File: src/rtl/fifo_arb_pkg.sv
// fifo_arb_pkg: shared FSM state type and counter width helper for the FIFO write arbiter.
package fifo_arb_pkg;
  typedef enum logic {IDLE, GRANT} state_t;
  function automatic int cnt_w(input int max_val);
    return (max_val < 2) ? 1 : $clog2(max_val + 1);
  endfunction
endpackage

File: src/rtl/rr_pick.sv
// rr_pick: combinational round-robin selector, first set request at or after ptr.
module rr_pick #(
  parameter int N = 4,
  parameter int W = $clog2(N)
) (
  input  logic [N-1:0] req,
  input  logic [W-1:0] ptr,
  output logic [W-1:0] winner,
  output logic         any
);
  logic [W-1:0] idx;
  always_comb begin
    winner = '0;
    idx = '0;
    for (int i = N - 1; i >= 0; i--) begin
      idx = W'((int'(ptr) + i) % N);
      if (req[idx]) winner = idx;
    end
  end
  assign any = |req;
endmodule

File: src/rtl/fifo_wr_arbiter.sv
// fifo_wr_arbiter: round-robin burst arbiter that funnels requester beats into one FIFO write port.
module fifo_wr_arbiter
  import fifo_arb_pkg::*;
#(
  parameter int NUM_REQ      = 4,
  parameter int FIFO_WIDTH   = 16,
  parameter int BURST_MAX    = 4,
  parameter int HOLD_TIMEOUT = 8
) (
  input  logic                          clk,
  input  logic                          rst,
  input  logic [NUM_REQ-1:0]            req_valid,
  input  logic [NUM_REQ-1:0]            req_last,
  input  logic [NUM_REQ*FIFO_WIDTH-1:0] req_data,
  output logic [NUM_REQ-1:0]            req_ready,
  input  logic                          fifo_full,
  output logic                          fifo_wr_en,
  output logic [FIFO_WIDTH-1:0]         fifo_data_in,
  output logic [$clog2(NUM_REQ)-1:0]    grant_id,
  output logic                          busy,
  output logic                          timeout_pulse
);
  localparam int IW = $clog2(NUM_REQ);
  localparam int BW = cnt_w(BURST_MAX);
  localparam int TW = cnt_w(HOLD_TIMEOUT);
  localparam bit POW2 = (NUM_REQ & (NUM_REQ - 1)) == 0;
  state_t state, state_n;
  logic [IW-1:0] rr_ptr, winner, ptr_nxt;
  logic [BW-1:0] beat_cnt;
  logic [TW-1:0] idle_cnt;
  logic any, owner_valid, in_grant, burst_end, tmo;
  rr_pick #(.N(NUM_REQ), .W(IW)) u_pick (
    .req(req_valid),
    .ptr(rr_ptr),
    .winner(winner),
    .any(any)
  );
  // Outputs are gated by rst so a beat presented in the reset cycle is never written.
  always_comb begin
    owner_valid = req_valid[grant_id];
    in_grant = state == GRANT && !rst;
    busy = in_grant;
    req_ready = (in_grant && !fifo_full) ? NUM_REQ'(1) << grant_id : '0;
    fifo_wr_en = in_grant && !fifo_full && owner_valid;
    fifo_data_in = req_data[grant_id*FIFO_WIDTH +: FIFO_WIDTH];
    burst_end = fifo_wr_en && (req_last[grant_id] || beat_cnt == BW'(BURST_MAX - 1));
    tmo = in_grant && !owner_valid && idle_cnt == TW'(HOLD_TIMEOUT - 1);
    ptr_nxt = (POW2 || grant_id != IW'(NUM_REQ - 1)) ? grant_id + 1'b1 : '0;
    state_n = (state == IDLE) ? (any ? GRANT : IDLE) : ((burst_end || tmo) ? IDLE : GRANT);
  end
  always_ff @(posedge clk) begin
    if (rst) begin
      state <= IDLE;
      rr_ptr <= '0;
      grant_id <= '0;
      beat_cnt <= '0;
      idle_cnt <= '0;
      timeout_pulse <= 1'b0;
    end else begin
      state <= state_n;
      timeout_pulse <= tmo;
      if (state == IDLE) begin
        beat_cnt <= '0;
        idle_cnt <= '0;
        if (any) grant_id <= winner;
      end else begin
        if (fifo_wr_en) beat_cnt <= beat_cnt + 1'b1;
        idle_cnt <= owner_valid ? '0 : idle_cnt + 1'b1;
        if (burst_end || tmo) rr_ptr <= ptr_nxt;
      end
    end
  end
endmodule
File: config.mk
export PLATFORM = sky130hd
export DESIGN_NAME = fifo_wr_arbiter
export DESIGN_NICKNAME = d
export VERILOG_FILES = /design/src/rtl/fifo_arb_pkg.sv /design/src/rtl/rr_pick.sv /design/src/rtl/fifo_wr_arbiter.sv
export SDC_FILE = /design/constraint.sdc
export NUM_CORES = 1
export LEC_CHECK = 0
export CAP_MARGIN = 15
export CELL_PAD_IN_SITES_DETAIL_PLACEMENT = 0
export CELL_PAD_IN_SITES_GLOBAL_PLACEMENT = 2
export CORE_MARGIN = 1.5
export CORE_UTILIZATION = 18
export CTS_CLUSTER_SIZE = 8
export DETAILED_ROUTE_END_ITERATION = 7
export GPL_ROUTABILITY_DRIVEN = 1
export PLACE_DENSITY_LB_ADDON = 0.1
export REMOVE_ABC_BUFFERS = 1
export SYNTH_ARGS = -nofsm -noshare
export SYNTH_HDL_FRONTEND = slang
export SYNTH_HIERARCHICAL = 1
export SYNTH_SLANG_ARGS = --single-unit
File: constraint.sdc
create_clock -name clk -period 3.2 [get_ports clk]
set_input_delay 0.64 -clock clk [delete_from_list [all_inputs] [get_ports clk]]
set_output_delay 0.64 -clock clk [all_outputs]
set_load 0.01 [all_outputs]
**Yosys cells after proc, flatten, opt, wreduce, memory -nomap -nowiden**

Index checks and enable logic that the tools add are counted.

- Flip-flop bits (word level): 13
- Input port bits: 75
- Output and inout port bits: 25
- Word-level logic and storage cells: 58

- Add/sub/neg operators: 6
- Order comparisons: 5
- Equal/unequal tests: 2
- Shifts and indexed selects: 2
- Muxes and demuxes: 20
- Bitwise gates (word level): 1
- Reductions and logical operators: 16

Operators with widths:

| cell | number |
|---|---|
| $shiftx 64x7->16 | 1 |
| $lt 2x3->1 const B | 5 |
| $bmux 1 s2 | 6 |
| $mux 1 | 9 |
| $mux 2 | 4 |
| $logic_and 1x1->1 | 6 |
| $add 2x1->2 const B | 2 |
| $add 2x2->2 const B | 2 |
| $add 4x1->4 const B | 1 |
| $eq 4x3->1 const B | 1 |
| $mux 4 | 1 |
| $reduce_and 2->1 | 2 |
| $reduce_or 4->1 | 1 |
| $shl 1x2->4 const A | 1 |
| $add 3x1->3 const B | 1 |
| $eq 3x2->1 const B | 1 |
| $logic_not 1->1 | 3 |
| $reduce_or 3->1 | 1 |
| $logic_or 1x1->1 | 2 |
| $reduce_or 2->1 | 1 |
| $not 1->1 | 1 |

**Depth between registers and ports, before layout**

Gate-level depths: netlist of run 1.

- Depth in word-level cells: 8
- Mapped depth: 6

**By module**

The synthesis of run 1 kept the hierarchy.

Modules (own cells, without submodules):

| module | instances | cells an instance | area each (sq um) | sequential area each (sq um) |
|---|---|---|---|---|
| fifo_wr_arbiter | 1 | 87 | 1,062.3 | 260.2 |
| rr_pick | 1 | 13 | 77.6 | 0.0 |

**Least setup slack after synthesis of run 1**

No wires, ideal clock.

- Kind: register to output
- Start: register grant_id[0]
- End: output fifo_data_in[0]
- Arrival: 1,484 ps
- Setup slack: 1,076 ps
- Stages on the path, launching flop included: 4
- Buffers on the path: 2
- Cells stage by stage: dfxtp_1 -> buf_6 -> buf_2 -> mux4_2

- Cells in the longest elaborated chain, start to end: 1

RTL lines:

| element | RTL line | text |
|---|---|---|
| start, declared | fifo_wr_arbiter.sv:19 | `output logic [$clog2(NUM_REQ)-1:0] grant_id,` |
| start signal, assigned | fifo_wr_arbiter.sv:65 | `if (any) grant_id <= winner;` |
| $shiftx 64x7->16 | fifo_wr_arbiter.sv:45 | `fifo_data_in = req_data[grant_id*FIFO_WIDTH +: FIFO_WIDTH];` |
| end, declared | fifo_wr_arbiter.sv:18 | `output logic [FIFO_WIDTH-1:0] fifo_data_in,` |

Every way passes these cells.

**Worst setup path after layout of run 1**

- Start: input req_valid[3]
- End: output fifo_wr_en

- Cells in the longest elaborated chain, start to end: 3

RTL lines:

| element | RTL line | text |
|---|---|---|
| start, declared | fifo_wr_arbiter.sv:12 | `input logic [NUM_REQ-1:0] req_valid,` |
| $bmux 1 s2 | fifo_wr_arbiter.sv:40 | `owner_valid = req_valid[grant_id];` |
| $mux 1 (implied by the code) | fifo_wr_arbiter.sv:40 |  |
| $logic_and 1x1->1 | fifo_wr_arbiter.sv:44 | `fifo_wr_en = in_grant && !fifo_full && owner_valid;` |
| end, declared | fifo_wr_arbiter.sv:17 | `output logic fifo_wr_en,` |

Every way passes these cells. The select of a mux whose other input is x is not followed.

==> run metrics, run 1 <==
outcome finished, final reports clean; fin. max-slew vios 0; worst hold start idle_cnt[0]; Final Instance Area approximately 2300 sq um; post_cts resized 0; Initial Util 0.189; FMAX between 0.3 and 0.4 GHz; CTS buffer count 3; routed via count 1230; vias per cell roughly 4.4; fillcell total 600; die boundary width between 80 and 90 um; Final nets ~290; Most used DFF post-synth dfxtp_1; Ports 100; CP Class in -> out; die height roughly 83 um; CTS root buf clkbuf_8; DP Wirelength 3550 um; Remaining Overflow, GRT 0; All-Layer GR Usage 0.116; Post-CTS Setup Bufs 0; Netlist cell types 30; final setup margin around 0.14 ns; clock skew 0.00118 ns; worst r2r path cells 5; cell taking the most area after synthesis dfxtp_1; Clock transition at path regs approximately 0.050 ns; setup TNS 0 ns; commonest cells in the netlist nor2_1 (14), dfxtp_1 (13), mux4_2 (11), ha_1 (7), mux4_1 (7); RSZ-0062 raised after global routing false; worst hold endpoint idle_cnt[0]; final critical-path required period between 3 and 4 ns; M2 GR Usage 0.229; Rows 28; DR WL/cell about 15 um; worst vdd ir around 0.27 mV; number of global-route vias before repair approximately 1200; CTS tree built; crit path max-delay cell type mux4_2; Die ar. approximately 6800 sq um; reg2reg setup slack ~1.1 ns; gpl congestion 0.763; clock sinks 13; syn avg cell area between 10 and 15 sq um; clk buf depth 2; Placed Instance Area 2230 sq um; IO Port Bufs 99; cell count after synthesis 100; critical-path cell list clkdlybuf4s50_1, mux4_2, nand2_1, inv_1, clkdlybuf4s50_1; Req. time, crit path about 2.6 ns; PD cells between 200 and 250 nW/um^2; CP startpoint kind input pin; CP Buf/Inv Count 3; global-route wire length before repair 6010 um; Yosys top cell area share 0.228; most used routing layer in global routing met2; met1 GRT Util 0.123; 1st-iter DRT viols 17; top cell family by delay on the critical path buffers and inverters; ANT cells 0; top cells by area, synth dfxtp_1 (23%), mux4_2 (22%), mux4_1 (16%); most common cell in the netlist nor2_1; fin cells ~280; Design Power ~0.54 mW; initial antenna violation count 0; synthesized cell area roughly 1100 sq um; clk_lat worst skew around 0.24 ns; Register Area 260 sq um; # DRC 0; DRT Pass-1 Iters 4; final hold violation count 0; hold buffer count at CTS 0; hold crit path type reg -> reg; Seq cells post-synth 13; Crit. End Element output port; Area Growth Syn to Fin 99.6%; final core utilization 0.377; H-tree depth 1; Antenna Nets Post-Route 0; WHS Path Cells 1; pre-CTS WS roughly 0.12 ns; crit-path max FO 6; R2R Path End rr_ptr[0]; share of layout cells above drive strength 1 0.118; Async SR Flop Fraction 0; Warnings, synthesis 6; Hold Slack between 0.4 and 0.5 ns; Critical R2R Launch grant_id[0]; drt total wl about 4300 um; Critical Path Most Common Cell clkdlybuf4s50_1; Crit path largest cell delay roughly 0.59 ns; worst endpoint data arrival time around 2.4 ns; sequential share of the synthesized area 0.228; Core Region 6030 sq um; final setup fails 0; multi-input logic area ~830 sq um; number of flops mapped to enable cells by yosys 0; Post-Place Cells between 200 and 300; Final period util 0.956; met3 GRT Util 0.0319; Leak approximately 0.84 nW; Slew @ Worst Pin around 0.41 ns; slew margin rel. 0.725; pin count of the biggest net entering global routing 23; Max Cap Viol 0
-- metal layers --
metal | wire, um | part of all wire
met5 | 0 | 0
met1 | 1670 | 0.39
met3 | 463 | 0.11
met4 | 12 | 0.0028
met2 | 2110 | 0.50
-- placed cells by master, fill, tap and decap left out, types with 2 or more instances in the layout --
cell type and count:
clkdlybuf4s50_1 99, nor2_1 14, dfxtp_1 13, mux4_2 11, mux4_1 7, ha_1 7, inv_1 6, nand2_1 4
and2_1 4, nand2b_1 4, a21oi_1 4, buf_4 4, clkbuf_8 3, nor3b_1 2, nor3_1 2, a211oi_1 2
xor2_1 2, a211oi_2 2
-- sequential cells by signal (all words and copies together) (netlist names) --
| register | count |
|---|---|
| idle_cnt | 4 |
| beat_cnt | 3 |
| grant_id | 2 |
| rr_ptr | 2 |
| state | 1 |
| timeout_pulse | 1 |
-- layout make-up --
class / count / area share
inverters: 6 / 0.00990
well taps: 75 / 0.0413
multi-input cells: 77 / 0.366
clock buffers: 4 / 0.0198
flip-flops and latches: 13 / 0.114
repair buffers: 103 / 0.449
-- logic make-up after synthesis --
| logic type | synth area share |
|---|---|
| buffers and inverters | 0.0417 |
| adders and majority gates | 0.0768 |
| muxes | 0.387 |
| xor gates and xnor gates | 0.0231 |
| AOI/OAI and AO/OA | 0.0779 |
| DFF | 0.228 |
| and+or+nand+nor | 0.165 |
-- worst max path at each step --
stage | startpoint | end | slack, ns | depth (start not counted)
5_1_grt | req_valid[3] | fifo_wr_en | 0.05 | 5
3_5_place_dp | req_valid[3] | fifo_wr_en | 0.12 | 5
2_1_floorplan | grant_id[0] | fifo_wr_en | 0.67 | 3
6_report | req_valid[3] | fifo_wr_en | 0.14 | 5
3_3_place_gp | req_valid[3] | fifo_wr_en | 0.16 | 5
4_1_cts | req_valid[3] | fifo_wr_en | 0.12 | 5
-- where the power goes --
part	internal [mW]	switching, mW	total (mW)
combinational	0.160	0.0666	0.227
sequential	0.166	0.00461	0.171
clock	0.0879	0.0580	0.146
total	0.414	0.129	0.543
Note: power is estimated with default switching activity, not from simulation.
==> run 2, diff against run 1 <==
- CORE_UTILIZATION: 18 -> 17
- SETUP_SLACK_MARGIN: unset -> 0.3
- clock period: 3.2 -> 3.15 ns (I/O delays scaled with it)
==> run 2 against run 1 <==
The flow now finishes with violations (DRC). Largest cell class unchanged. Utilization shrank 2.0 points. Clock skew grew 0.0026 ns. Register-to-register slack gained 0.02 ns. Cell count grew 1.4%. Final area grew 0.99%. Global-route usage grew 0.36 points. Worst setup slack gained 0.26 ns. Via count grew 0.65%. Sequential power is essentially flat.
==> run metrics, run 2 (synthesis results as in run 1) <==
Slew @ Worst Pin around 0.5 ns; FMAX about 0.36 GHz; Ports 100; die boundary width roughly 85 um; pre-CTS WS around 0.16 ns; DR WL/cell around 15 um; RSZ-0062 raised after global routing false; share of layout cells above drive strength 1 0.132; Max Cap Viol 0; routed via count ~1200; CTS buffer count 3; CP Class in -> out; most frequent cells in the layout clkdlybuf4s50_1 (95), nor2_1 (14), dfxtp_1 (13); fin cells around 280; IO Port Bufs slightly below 100; global-route wire length before repair between 6000 and 7000 um; Area Growth Syn to Fin 102%; Design Power between 0.5 and 0.6 mW; fin. max-slew vios 0; Req. time, crit path approximately 2.5 ns; commonest non-fill, non-tap cell in the layout clkdlybuf4s50_1; die height 84.9 um; worst vdd ir roughly 0.18 mV; Net Switching ~0.13 mW; Core Region ~6400 sq um; outcome complete, but fails checks; # DRC 13; final critical-path required period 2.75 ns; clk_lat worst skew between 0.2 and 0.25 ns; Initial Util 0.177; clock sinks 13; Die ar. slightly above 7000 sq um; DP Wirelength ~3500 um; CTS root buf clkbuf_8; Leak between 0.8 and 0.9 nW; Antenna Nets Post-Route 0; hold crit path type reg -> reg; final setup fails 0; pin count of the biggest net entering global routing 13; 1st-iter DRT viols between 50 and 60; drt total wl around 4200 um; fillcell total roughly 630; hold buffer count at CTS 0; setup TNS 0 ns; crit-path max FO 8; Post-Place Cells roughly 280; Remaining Overflow, GRT 0; CTS tree built; final hold violation count 0; gpl congestion slightly below 0.8; H-tree depth 1; Rows 29; final core utilization 0.358; vias per cell ~4.4; number of global-route vias before repair around 1300; slew margin rel. 0.673; initial antenna violation count 0; DRT Pass-1 Iters 6; clock skew about 0.0038 ns; ANT cells 0; Final period util 0.873; clock network fraction of design power 0.268; clk buf depth 2; register with the most flip-flops idle_cnt; Int Power roughly 0.42 mW; Regs by FF count idle_cnt x4, beat_cnt x3; CP startpoint kind input pin; Crit. End Element output port; failing checks DRC; worst endpoint data arrival time 2.12 ns; PD cells 242 nW/um^2; Final nets 288; Sw Ratio 0.241; max FFs per register 4; sequential share of power 0.313; Clock transition at path regs 0.05 ns; combinational share of power 0.418; final setup margin around 0.40 ns; All-Layer GR Usage 0.120
## run 2: path summary, 6_finish.rpt
check	startpoint	to	slack [ns]	depth (start not counted)
worst max-delay path	rst	req_ready[1]	0.40	5
worst min-delay path	idle_cnt[0]	idle_cnt[0]	0.45	1
worst max register to register	grant_id[1]	rr_ptr[1]	1.16	5
worst min register to register	idle_cnt[0]	idle_cnt[0]	0.45	1
## run 2: worst max-delay path: stages
cell,delay [ns]
clkdlybuf4s50_1,0.42
nor3b_1,0.21
buf_4,0.18
and2_1,0.13
clkdlybuf4s50_1,0.56
## run 2: repair_timing
item / 4_1_cts / 5_1_grt
hold endpoints to repair: 0 / 0
gates resized for setup: 3 / 2
buffers inserted: 0 / 0
endpoints found under the setup margin: 1 / 2
cloned: 0 / 0
## run 2: final cells by class
| type | count | area, sq um | area share |
|---|---|---|---|
| clock buffers | 4 | 45.0 | 0.0196 |
| inverters | 6 | 22.5 | 0.00980 |
| multi-input cells | 77 | 835 | 0.363 |
| flip-flops and latches | 13 | 260 | 0.113 |
| well taps | 77 | 96.3 | 0.0419 |
| repair buffers | 105 | 1040 | 0.452 |
## run 2: stage by stage
step                      instance area, sq um  hold WS [ns]
final                                     2300         0.451
after global routing                      2300         0.496
after global placement                    2250         0.430
after floorplan                           1110         0.418
after CTS                                 2290         0.458
after detailed placement                  2250         0.448
## run 2: layer usage
layer / track usage / share of wire
met1: 0.149 / 0.41
met4: 0.0343 / 0.019
met5: 0 / 0
met2: 0.204 / 0.46
met3: 0.0321 / 0.11
## run 2: power by group through the flow
| stage | Sequential, mW | Clock (mW) | Combinational, mW |
|---|---|---|---|
| 6_report | 0.174 | 0.149 | 0.233 |
| 5_1_grt | 0.175 | 0.167 | 0.250 |
| 4_1_cts | 0.174 | 0.156 | 0.235 |
| 3_5_place_dp | 0.178 | 0 | 0.234 |
| 3_3_place_gp | 0.178 | 0 | 0.231 |
| 2_1_floorplan | 0.183 | 0 | 0.0711 |
==> run 3, diff against run 2 <==
- clock period: 3.15 -> 3.1 ns (I/O delays scaled with it)
==> run 3 against run 2 <==
The flow still finishes with violations (DRC). Die area did not move. Highest routed layer unchanged. Worst hold slack improved by 0.0059 ns. Worst setup slack got worse by 0.032 ns. Critical path depth did not move. First-iteration DRC count rose by 22%. Cell count did not move. Total power rose by 1.0%. Non-clock buffer count did not move. Sequential share of layout area barely moved. Sequential cell count did not move.
==> run metrics, run 3 (synthesis results as in run 1) <==
outcome complete, but fails checks; failing checks DRC; CTS root buf clkbuf_8; RSZ-0062 raised after global routing false; CP Class in -> out; Post-CTS Setup Bufs 0; number of global-route vias before repair approximately 1300; share of layout cells above drive strength 1 0.132; final setup fails 0; IO Port Bufs 99; reg2reg setup slack roughly 1.1 ns; max FFs per register 4; global-route wire length before repair around 6400 um; gpl congestion about 0.76; DR WL/cell 14.2 um; Ports 100; sequential share of power 0.315; Int Power 0.429 mW; Crit. End Element output port; R2R Path End rr_ptr[0]; FMAX between 0.3 and 0.4 GHz; clk buf depth 2; Core Region between 6000 and 7000 sq um; Initial Util 0.177; All-Layer GR Usage 0.110; Area Growth Syn to Fin 102%; critical-path cell list clkdlybuf4s50_1, mux4_2, nand2_2, inv_1, dlygate4sd2_1; combinational share of power 0.419; Req. time, crit path between 2 and 2.5 ns; crit-path max FO 5; Post-Place Cells between 200 and 300; Sw Ratio 0.236; Regs by FF count idle_cnt x4, beat_cnt x3; fin cells around 280; final setup margin 0.368 ns; Die ar. 7210 sq um; DRT Pass-1 Iters 6; CP startpoint kind input pin; clock network fraction of design power 0.266; H-tree depth 1; worst hold start idle_cnt[0]; Final Instance Area 2300 sq um; final critical-path required period approximately 2.7 ns; most frequent cells in the layout clkdlybuf4s50_1 (94), nor2_1 (14), dfxtp_1 (13); hold crit path type reg -> reg; routed via count ~1200; clk_lat worst skew about 0.24 ns; pre-CTS WS about 0.14 ns; Clock transition at path regs 0.05 ns; DP Wirelength approximately 3300 um; worst vdd ir around 0.15 mV; hold buffer count at CTS 0; worst hold endpoint idle_cnt[0]; CTS buffer count 3; Leak between 0.9 and 1 nW; Slew @ Worst Pin between 0.5 and 0.6 ns; Final nets 288; post_cts resized 2; Hold Slack 0.457 ns; # DRC 13; Final period util 0.881; commonest non-fill, non-tap cell in the layout clkdlybuf4s50_1; PD cells around 240 nW/um^2; final hold violation count 0; die boundary width approximately 85 um; crit path max-delay cell type mux4_2; Max Cap Viol 0; worst r2r path cells 5; clock sinks 13; die height about 85 um; clock skew a little under 0.004 ns; Rows 29; vias per cell roughly 4.4; worst endpoint data arrival time ~2.1 ns; Antenna Nets Post-Route 0; register with the most flip-flops idle_cnt; WHS Path Cells 1; Placed Instance Area roughly 2200 sq um; Critical R2R Launch grant_id[0]; pin count of the biggest net entering global routing 23; fillcell total 619; setup TNS 0 ns; drt total wl around 4000 um; ANT cells 0; CTS tree built; 1st-iter DRT viols 71; fin. max-slew vios 0; initial antenna violation count 0; Remaining Overflow, GRT 0; slew margin rel. 0.656; Crit path largest cell delay 0.55 ns; Net Switching about 0.13 mW
[run 3: final cells by class]
| cell class | instances | area [sq um] | share of cell area |
|---|---|---|---|
| repair buffers | 105 | 1040 | 0.454 |
| multi-input cells | 77 | 835 | 0.362 |
| flip-flops and latches | 13 | 260 | 0.113 |
| well taps | 77 | 96.3 | 0.0418 |
| clock buffers | 4 | 45.0 | 0.0196 |
| inverters | 6 | 22.5 | 0.00978 |
[run 3: critical path: cells and delay by family]
kind / cells / cell delay, ns
buffers and inverters: 3 / 0.82
multiplexers: 1 / 0.55
AND/OR/NAND/NOR: 1 / 0.13
[run 3: stage by stage]
| stage | util | power, mW |
|---|---|---|
| 2_1_floorplan | - | 0.258 |
| 3_3_place_gp | 0.350 | 0.416 |
| 3_5_place_dp | 0.350 | 0.418 |
| 4_1_cts | 0.357 | 0.572 |
| 5_1_grt | 0.359 | 0.593 |
| 6_report | 0.359 | 0.562 |
[run 3: worst max path at each step]
stage | start | to | slack [ns]
floorplan | grant_id[0] | fifo_wr_en | 0.59
global placement | req_valid[3] | fifo_wr_en | 0.15
detailed placement | req_valid[3] | fifo_wr_en | 0.14
CTS | rst | req_ready[1] | 0.33
global route | req_valid[3] | fifo_wr_en | 0.31
finish | req_valid[3] | fifo_wr_en | 0.37
[run 3: power by group through the flow]
stage	Combinational (mW)	Clock (mW)	Sequential, mW
after floorplan	0.0723	0	0.186
after global placement	0.236	0	0.181
after detailed placement	0.237	0	0.181
after CTS	0.239	0.156	0.177
after global routing	0.251	0.163	0.178
final	0.235	0.150	0.177
[run 3: metal layers]
| layer | share of wire | GRT usage |
|---|---|---|
| met5 | 0 | 0 |
| met4 | 0.0040 | 0.0268 |
| met3 | 0.083 | 0.0165 |
| met2 | 0.51 | 0.212 |
| met1 | 0.40 | 0.127 |
